File: src/rtl/mem_arbiter.sv
// mem_arbiter: round-robin I/D-cache arbiter onto one RAM port, holding each access for LATENCY cycles.
module mem_arbiter #(
  parameter int LATENCY = 5,
  parameter int ADDR_W  = 26,
  parameter int LINE_W  = 128
) (
  input  logic              clk,
  input  logic              reset,
  input  logic              ic_req,
  input  logic [ADDR_W-1:0] ic_addr,
  output logic              ic_ready,
  output logic [LINE_W-1:0] ic_rdata,
  input  logic              dc_req,
  input  logic              dc_we,
  input  logic [ADDR_W-1:0] dc_addr,
  input  logic [LINE_W-1:0] dc_wdata,
  output logic              dc_ready,
  output logic [LINE_W-1:0] dc_rdata,
  output logic [ADDR_W-1:0] mem_addr,
  output logic [ADDR_W-1:0] mem_waddr,
  output logic [LINE_W-1:0] mem_wdata,
  output logic              mem_we,
  input  logic [LINE_W-1:0] mem_rdata
);
  typedef enum logic [1:0] {IDLE, BUSY, RESP} state_t;
  localparam int CW = $clog2(LATENCY + 1);
  state_t state, state_nx;
  logic [CW-1:0] cnt;
  logic last_dc, owner_dc, lat_we, grant_dc, any_req, last_busy;
  logic [ADDR_W-1:0] lat_addr;
  logic [LINE_W-1:0] lat_wdata;
  assign any_req   = ic_req || dc_req;
  // DC wins a tie unless it was the previous tie winner
  assign grant_dc  = dc_req && (!ic_req || !last_dc);
  assign last_busy = state == BUSY && cnt == '0;
  always_comb begin
    state_nx  = state == IDLE ? (any_req ? BUSY : IDLE) : state == BUSY ? (last_busy ? RESP : BUSY) : IDLE;
    mem_addr  = state == BUSY ? lat_addr : '0;
    mem_waddr = state == BUSY ? lat_addr : '0;
    mem_wdata = state == BUSY ? lat_wdata : '0;
    mem_we    = last_busy && lat_we;
    ic_ready  = state == RESP && !owner_dc;
    dc_ready  = state == RESP && owner_dc;
  end
  always_ff @(posedge clk or posedge reset) begin
    if (reset) begin
      state     <= IDLE;
      cnt       <= '0;
      last_dc   <= 1'b0;
      owner_dc  <= 1'b0;
      lat_we    <= 1'b0;
      lat_addr  <= '0;
      lat_wdata <= '0;
      ic_rdata  <= '0;
      dc_rdata  <= '0;
    end else begin
      state <= state_nx;
      if (state == IDLE && any_req) begin
        owner_dc  <= grant_dc;
        lat_addr  <= grant_dc ? dc_addr : ic_addr;
        lat_we    <= grant_dc && dc_we;
        lat_wdata <= grant_dc ? dc_wdata : '0;
        cnt       <= CW'(LATENCY - 1);
        if (ic_req && dc_req) last_dc <= grant_dc;
      end else if (state == BUSY && cnt != '0) cnt <= cnt - 1'b1;
      if (last_busy && !lat_we && owner_dc) dc_rdata <= mem_rdata;
      if (last_busy && !lat_we && !owner_dc) ic_rdata <= mem_rdata;
    end
  end
endmodule

File: config.mk
export PLATFORM = sky130hd
export DESIGN_NAME = mem_arbiter
export DESIGN_NICKNAME = d
export VERILOG_FILES = /design/src/rtl/mem_arbiter.sv
export SDC_FILE = /design/constraint.sdc
export NUM_CORES = 1
export LEC_CHECK = 0
export CORE_AREA = 4 4 292 294
export DETAILED_ROUTE_END_ITERATION = 16
export DIE_AREA = 0 0 296 298
export GPL_TIMING_DRIVEN = 0
export SYNTH_ARGS = -nofsm -noshare
export SYNTH_HDL_FRONTEND = slang
export SYNTH_SLANG_ARGS = --single-unit
export TNS_END_PERCENT = 30
File: constraint.sdc
create_clock -name clk -period 15.2 [get_ports clk]
set_input_delay 1.52 -clock clk [delete_from_list [all_inputs] [get_ports clk]]
set_output_delay 1.52 -clock clk [all_outputs]
set_load 0.05 [all_outputs]
Word-level counts from Yosys, hierarchy flattened

Index checks and enable logic that the tools add are counted.

Flip-flop bits (word level): 418
Output and inout port bits: 439
Word-level logic and storage cells: 45

$add $sub $neg: 1
Equality and inequality tests: 2
Multiplexer cells: 10
Reductions and logical operators: 23

Operators with widths:

| operator              | number |
|---|---|
| $mux W128             | 2 |
| $mux W26              | 2 |
| $logic_and A1 B1 Y1   | 12 |
| $mux W2               | 3 |
| $mux W3               | 2 |
| $logic_not A1 Y1      | 4 |
| $logic_not A3 Y1      | 1 |
| $reduce_bool A3 Y1    | 1 |
| $sub A3 B1 Y3 const B | 1 |
| $eq A2 B1 Y1 const B  | 1 |
| $eq A2 B2 Y1 const B  | 1 |
| $logic_not A2 Y1      | 1 |
| $logic_or A1 B1 Y1    | 2 |
| $reduce_and A2 Y1     | 1 |
| $reduce_bool A2 Y1    | 1 |
| $mux W1               | 1 |

Depth between registers and ports, before layout

Gate-level depths: netlist (run 1).

Depth after elaboration: 5
Depth in mapped cells: 7
Mapped depth without buffers: 5

Least setup slack after synthesis (run 1)

OpenSTA, ideal clock, no wires.

Path kind: reg2out
Start: register state[0]
End: output port mem_waddr[10]
Data arrival time: 1.780 ns
Data required time: 13.680 ns
Setup slack: 11.900 ns
Cell stages (with the launch flop): 6
Cells stage by stage: dfrtp_1 nor2b_1 clkbuf_1 clkbuf_1 and2_1 buf_4

Cells in the longest elaborated chain, start to end: 2

Ends and longest elaborated chain:

| item                     | line | RTL |
|---|---|---|
| start: declaration       | 27   | `state_t state, state_nx;` |
| start signal: assignment | 57   | `state <= state_nx;` |
| $eq A2 B1 Y1             | n/a  |  |
| $mux W26                 | n/a  |  |
| end: declaration         | 20   | `output logic [ADDR_W-1:0] mem_waddr,` |

Every way passes these cells.

Worst setup path after layout (run 1)

Start: register state[0]
End: output port mem_waddr[23]

Cells in the longest elaborated chain, start to end: 2

Ends and longest elaborated chain:

| item         | line | RTL |
|---|---|---|
| $eq A2 B1 Y1 | 39   | `mem_waddr = state == BUSY ? lat_addr : '0;` |
| $mux W26     | 39   |  |

Every way passes these cells.

==> results of run 1 <==
## cell families (layout without fill, tap and decap cells)
family	count (synthesis)	after routing	synth area share, %
adder cells (fa/ha/maj)	2	2	0.147
AND/OR/NAND/NOR	172	172	6.39
flip-flops	418	418	61.6
XOR/XNOR	1	1	0.0516
other	0	2	0
multiplexers	308	308	20.4
buffers and inverters	108	947	4.32
AO/OA/AOI/OAI	139	139	7.04
## area by class of cell
class	instances	area, um^2
clock buffer	70	1410
antenna	2	5.00
clock inverter	15	179
sequential	418	10500
tap	1080	1350
buffer	105	722
timing repair buffer	754	7600
multi-input combinational	622	5780
fill	8197	55400
inverter	3	18.8
## stage by stage
stage | instance area [um^2] | hold slack [ns]
after floorplan | 17000 | 0.464
after global placement | 25800 | 0.479
after detailed placement | 25900 | 0.482
after CTS | 27500 | 0.499
after global routing | 27500 | 0.511
final | 27500 | 0.495
## cell usage in the layout (no fill, tap or decap), types with 2 or more instances in the layout
| cell type | netlist | routed |
|---|---|---|
| clkdlybuf4s50_1 | 0 | 751 |
| dfrtp_1 | 418 | 418 |
| mux2_2 | 308 | 308 |
| and2_1 | 155 | 155 |
| a22o_1 | 129 | 129 |
| clkbuf_16 | 0 | 48 |
| clkbuf_1 | 30 | 39 |
| buf_4 | 28 | 28 |
| buf_6 | 24 | 24 |
| buf_2 | 18 | 18 |
| clkbuf_8 | 2 | 15 |
| clkinv_2 | 0 | 5 |
| clkinvlp_4 | 0 | 4 |
| nand2_1 | 3 | 3 |
| buf_1 | 3 | 3 |
| o21ai_0 | 3 | 3 |
| bufinv_16 | 0 | 3 |
| buf_16 | 0 | 3 |
| diode_2 | 0 | 2 |
| nor2_1 | 2 | 2 |
| and3_1 | 2 | 2 |
| inv_1 | 3 | 2 |
| nor2b_1 | 2 | 2 |
| or3_1 | 2 | 2 |
| a21oi_1 | 2 | 2 |
| ha_1 | 2 | 2 |
## critical path: cells and delay by family, from the launching register on
family,cells,cell delay [ns]
buffers and inverters,4,2.06
DFF,1,0.42
and+or+nand+nor,2,0.43
## routing by layer
metal,share of wire [%],vias up,wire length (um)
li1,-,5647,-
met2,52,503,31600
met3,9.0,98,5490
met5,0.016,-,10
met4,3.1,2,1880
met1,36,6257,21800
## registers in the layout, summed over array words and instances, names as in the netlist
name,flops
lat_addr,26
ic_rdata,128
lat_we,1
owner_dc,1
lat_wdata,128
dc_rdata,128
state,2
cnt,3
last_dc,1
## final timing paths
path	to	from	cells past startpoint	slack [ns]
max in group asynchronous	ic_rdata[16]	reset	4	12.20
min in group asynchronous	ic_rdata[33]	reset	2	1.42
worst min-delay path	lat_addr[6]	lat_addr[6]	1	0.50
worst min register to register	lat_addr[6]	lat_addr[6]	1	0.50
worst max register to register	ic_rdata[43]	cnt[0]	7	12.74
worst max-delay path	mem_waddr[23]	state[0]	6	10.22
## power by group
group | switching [W] | leakage, nW | internal, W | total [W]
logic | 0.00286 | 5.63 | 0.00165 | 0.00451
registers | 0.000284 | 5.05 | 0.00164 | 0.00192
clock network | 0.000465 | 0.774 | 0.000694 | 0.00116
total | 0.00361 | 11.5 | 0.00398 | 0.00759
==> flow_summary_export.csv, run 1 <==
group,metric,value,unit
synth,ys.flop_type,"dfrtp_1",
placed_design,numPortBuffers,751,
timing,rsz0062_at_grt,"false",
timing,worst_slack,10.22,ns
worst_setup_path,cpPeakStageDelay,0.82,ns
timing,tns,0,ns
finish,final_cells,3069,
synth,syn_area_per_cell,14.8,um^2
pwr,cellPowerDensity,276,nW/um^2
global_route,top_usage_layer,"met2",
cts,post_cts.repair.setup_buffers,0,
global_route,use_met2,24.6,%
die,rows,106,
timing,hold_viol,0,
global_route,overflow,0,
timing,finalSetupViolations,0,
synth,synth-edff-count,0,
worst_setup_path,arrival,3.46,ns
synth,synth_fp_nets,1463,
worst_setup_path,path_class,"reg -> out",
synth,synth_area_leaders,"dfrtp_1, mux2_2, a22o_1",
drt,routed_wl,60.8,mm
global_route,grt_max_degree,125,
synth,yosys.area.top_type_share,61.6,%
global_route,grtUsageMet3,4.52,%
synth,async_reset_ff_share,100,%
drt,drc,0,
placed_design,hpwl,47.9,mm
global_route,antenna_found_initial,3,
worst_setup_path,path_max_fanout,10,
worst_setup_path,required,13.68,ns
timing,fin_crit_sh,32.8,%
placed_design,globalplace.congestion,0.866,
die,die_y,298,um
drt,ant_nets,0,
cts,cts_buffers,48,
placed_design,dp.cells,2982,
synth,synthCells,1148,
drt,wire_per_inst,19.8,um
timing,slew_violations,0,
die,core_area,82900,um^2
cts,htree_levels,2,
global_route,grt_pass1_vias,14100,
worst_setup_path,critPathLaunchType,"register",
die,start_util,20.5,%
worst_setup_path,end_kind,"output port",
drt,dr_total_vias,12500,
timing,finalClockSkew,0.0245,ns
finish,drive_gt1_share,23.3,%
finish,syn_to_final_growth,62.2,%
synth,synth_seq_cells,418,
pwr,power,0.00759,W
synth,synth.cell_area,17000,um^2
timing,fmax,201,MHz
run,cap_violations,0,
timing,tightest_slew,0.840,ns
cts,cts_tree,"built",
cts,cts_resized,0,
synth,synth-warning-count,0,
cts,cts_root_buffer,"clkbuf_16",
synth,synth_top_area_cell,"dfrtp_1",
die,die_w,296,um
drt,drt_first_pass_iters,4,
global_route,grt_pass1_wl,89.3,mm
cts,path_clk_slew,0.06,ns
pwr,irDropWorstVdd,0.130,mV
die,die_area,88200,um^2
synth,yosysMostFrequentCell,"dfrtp_1",
cts,clockBufferDepth,3,
synth,yosysSeqAreaShare,61.6,%
pwr,leakage,11.5,nW
finish,final_nets,2267,
worst_setup_path,crit_top_cell,"clkbuf_1",
status,run_status,"finished clean",
cts,postCtsHoldBufs,0,
timing,finalCriticalPeriod,4.98,ns
worst_setup_path,path_cells,"nor2b_1, clkbuf_1, clkbuf_1, and2_1, buf_4, clkdlybuf4s50_1",
drt,viasPerCell,4.08,
global_route,grtUsageMet1,13.8,%
synth,synth_common_cells,"dfrtp_1, mux2_2, and2_1",
hold_path,hp-class,"reg -> reg",
cts,clock_sinks,418,
finish,fin_util,33.2,%
global_route,grt_usage,13.2,%
worst_setup_path,slowest_stage,"clkdlybuf4s50_1",
die,io_pins,752,
timing,max_slew_margin,44.0,%
synth,ys_types,31,
placed_design,pre_cts_slack,10.65,ns
cts,clock_latency,0.58,ns
drt,initialDrtViolationCount,394,
Power figures use the tool's default switching activity.
==> run 2: changes to the inputs <==
--- a/config.mk
+++ b/config.mk
@@ -5,9 +5,9 @@
 export SDC_FILE = /design/constraint.sdc
 export NUM_CORES = 1
 export LEC_CHECK = 0
-export CORE_AREA = 4 4 292 294
+export CORE_AREA = 4 4 290 292
 export DETAILED_ROUTE_END_ITERATION = 16
-export DIE_AREA = 0 0 296 298
+export DIE_AREA = 0 0 294 296
 export GPL_TIMING_DRIVEN = 0
 export SYNTH_ARGS = -nofsm -noshare
 export SYNTH_HDL_FRONTEND = slang
==> constraint.sdc (replaced) <==
create_clock -name clk -period 4.3 [get_ports clk]
set_input_delay 0.43 -clock clk [delete_from_list [all_inputs] [get_ports clk]]
set_output_delay 0.43 -clock clk [all_outputs]
set_load 0.05 [all_outputs]
==> flow_summary_export.csv, run 2 (synthesis gave the netlist of run 1 again) <==
group,metric,value,unit
status,run_status,"finished clean",
drt,viasPerCell,4.10,
finish,final_nets,2272,
global_route,grt_pass1_wl,91.2,mm
cts,postCtsHoldBufs,0,
hold_path,hp-class,"in -> async",
placed_design,placed_cell_area,26000,um^2
timing,finalClockSkew,0.0103,ns
pwr,leakage,11.4,nW
cts,path_clk_slew,0.06,ns
cts,clock_latency,0.57,ns
timing,worst_slack,0.372,ns
worst_setup_path,path_max_fanout,10,
cts,clock_sinks,418,
timing,slew_violations,0,
finish,final_cell_mix,"clkdlybuf4s50_1, dfrtp_1, mux2_2, and2_1, a22o_1",
cts,cts_tree,"built",
global_route,grt_usage,13.7,%
cts,cts_root_buffer,"clkbuf_16",
finish,reg.largest.list,"dc_rdata: 128 flops, ic_rdata: 128 flops, lat_wdata: 128 flops",
worst_setup_path,arrival,3.50,ns
drt,ant_nets,0,
placed_design,globalplace.congestion,0.846,
placed_design,hpwl,50.0,mm
timing,finalSetupViolations,0,
placed_design,pre_cts_slack,0.758,ns
finish,final_area,27500,um^2
timing,tightest_slew,0.874,ns
global_route,grt_max_degree,45,
worst_setup_path,path_class,"reg -> out",
finish,syn_to_final_growth,62.0,%
pwr,irDropWorstVdd,0.520,mV
die,die_w,294,um
drt,initialDrtViolationCount,330,
finish,multi_input_area,5780,um^2
timing,fin_crit_sh,91.4,%
finish,drive_gt1_share,23.3,%
finish,fillers,8030,
cts,cts_buffers,46,
cts,clockBufferDepth,3,
timing,fmax,255,MHz
drt,wire_per_inst,20.3,um
global_route,grt_pass1_vias,14200,
pwr,power,0.0265,W
die,io_pins,752,
drt,drt_first_pass_iters,4,
worst_setup_path,critPathLaunchType,"register",
timing,rsz0062_at_grt,"false",
worst_setup_path,r2r_cells,7,
die,core_area,81600,um^2
die,rows,105,
timing,hold_viol,0,
finish,fin_util,33.7,%
cts,cts_resized,0,
finish,register_area,10500,um^2
drt,routed_wl,62.3,mm
finish,layout_commonest_cell,"clkdlybuf4s50_1",
pwr,cellPowerDensity,965,nW/um^2
drt,drc,0,
global_route,overflow,0,
timing,finalCriticalPeriod,3.93,ns
drt,dr_total_vias,12500,
run,cap_violations,0,
placed_design,numPortBuffers,751,
cts,htree_levels,2,
cts,post_cts.repair.setup_buffers,0,
worst_setup_path,required,3.87,ns
global_route,antenna_found_initial,7,
timing,tns,0,ns
worst_setup_path,end_kind,"output port",
timing,max_slew_margin,41.7,%
die,die_area,87000,um^2
die,start_util,20.8,%
die,die_y,296,um
[run 2: cell type report]
| type | instances | share of cell area (%) |
|---|---|---|
| Sequential cell | 418 | 38.0 |
| Timing Repair Buffer | 761 | 28.1 |
| Multi-Input combinational cell | 622 | 21.0 |
| Tap cell | 1070 | 4.87 |
| Clock buffer | 64 | 4.80 |
| Buffer | 105 | 2.63 |
| Clock inverter | 13 | 0.437 |
| Antenna cell | 7 | 0.0637 |
| Inverter | 3 | 0.0546 |
[run 2: worst max-delay path, stage by stage (launching register included)]
cell             delay (ns)
dfrtp_1                0.43
nor2b_1                0.18
clkbuf_1               0.63
clkbuf_1               0.53
and2_1                 0.32
clkdlybuf4s50_1        0.84
[run 2: report_power, final]
group	switching (W)	leakage [nW]	internal, W
clock network	0.00160	0.703	0.00219
logic	0.0101	5.68	0.00583
registers	0.000992	5.05	0.00579
total	0.0127	11.4	0.0138
[run 2: worst paths after layout]
check	from	endpoint	slack [ns]
worst max register to register	cnt[0]	ic_rdata[46]	2.17
worst min register to register	lat_wdata[110]	lat_wdata[110]	0.50
worst max-delay path	state[0]	mem_wdata[9]	0.37
worst min-delay path	reset	lat_addr[5]	0.25
max in group asynchronous	reset	ic_rdata[38]	2.59
min in group clk	dc_wdata[81]	lat_wdata[81]	0.46
[run 2: metrics by stage]
step	instances	hold slack, ns
floorplan	1148	0.464
global route	3056	0.248
global placement	2969	0.479
finish	3063	0.247
CTS	3056	0.215
detailed placement	2979	0.484
[run 2: routing by layer]
layer  share of wire (%)  global-route usage, %  routed length (um)
met1                  36                   14.3               22100
met2                  52                   25.6               32500
met3                 9.5                   5.28                5930
met4                 2.8                   3.90                1750
met5               0.021                      0                  13
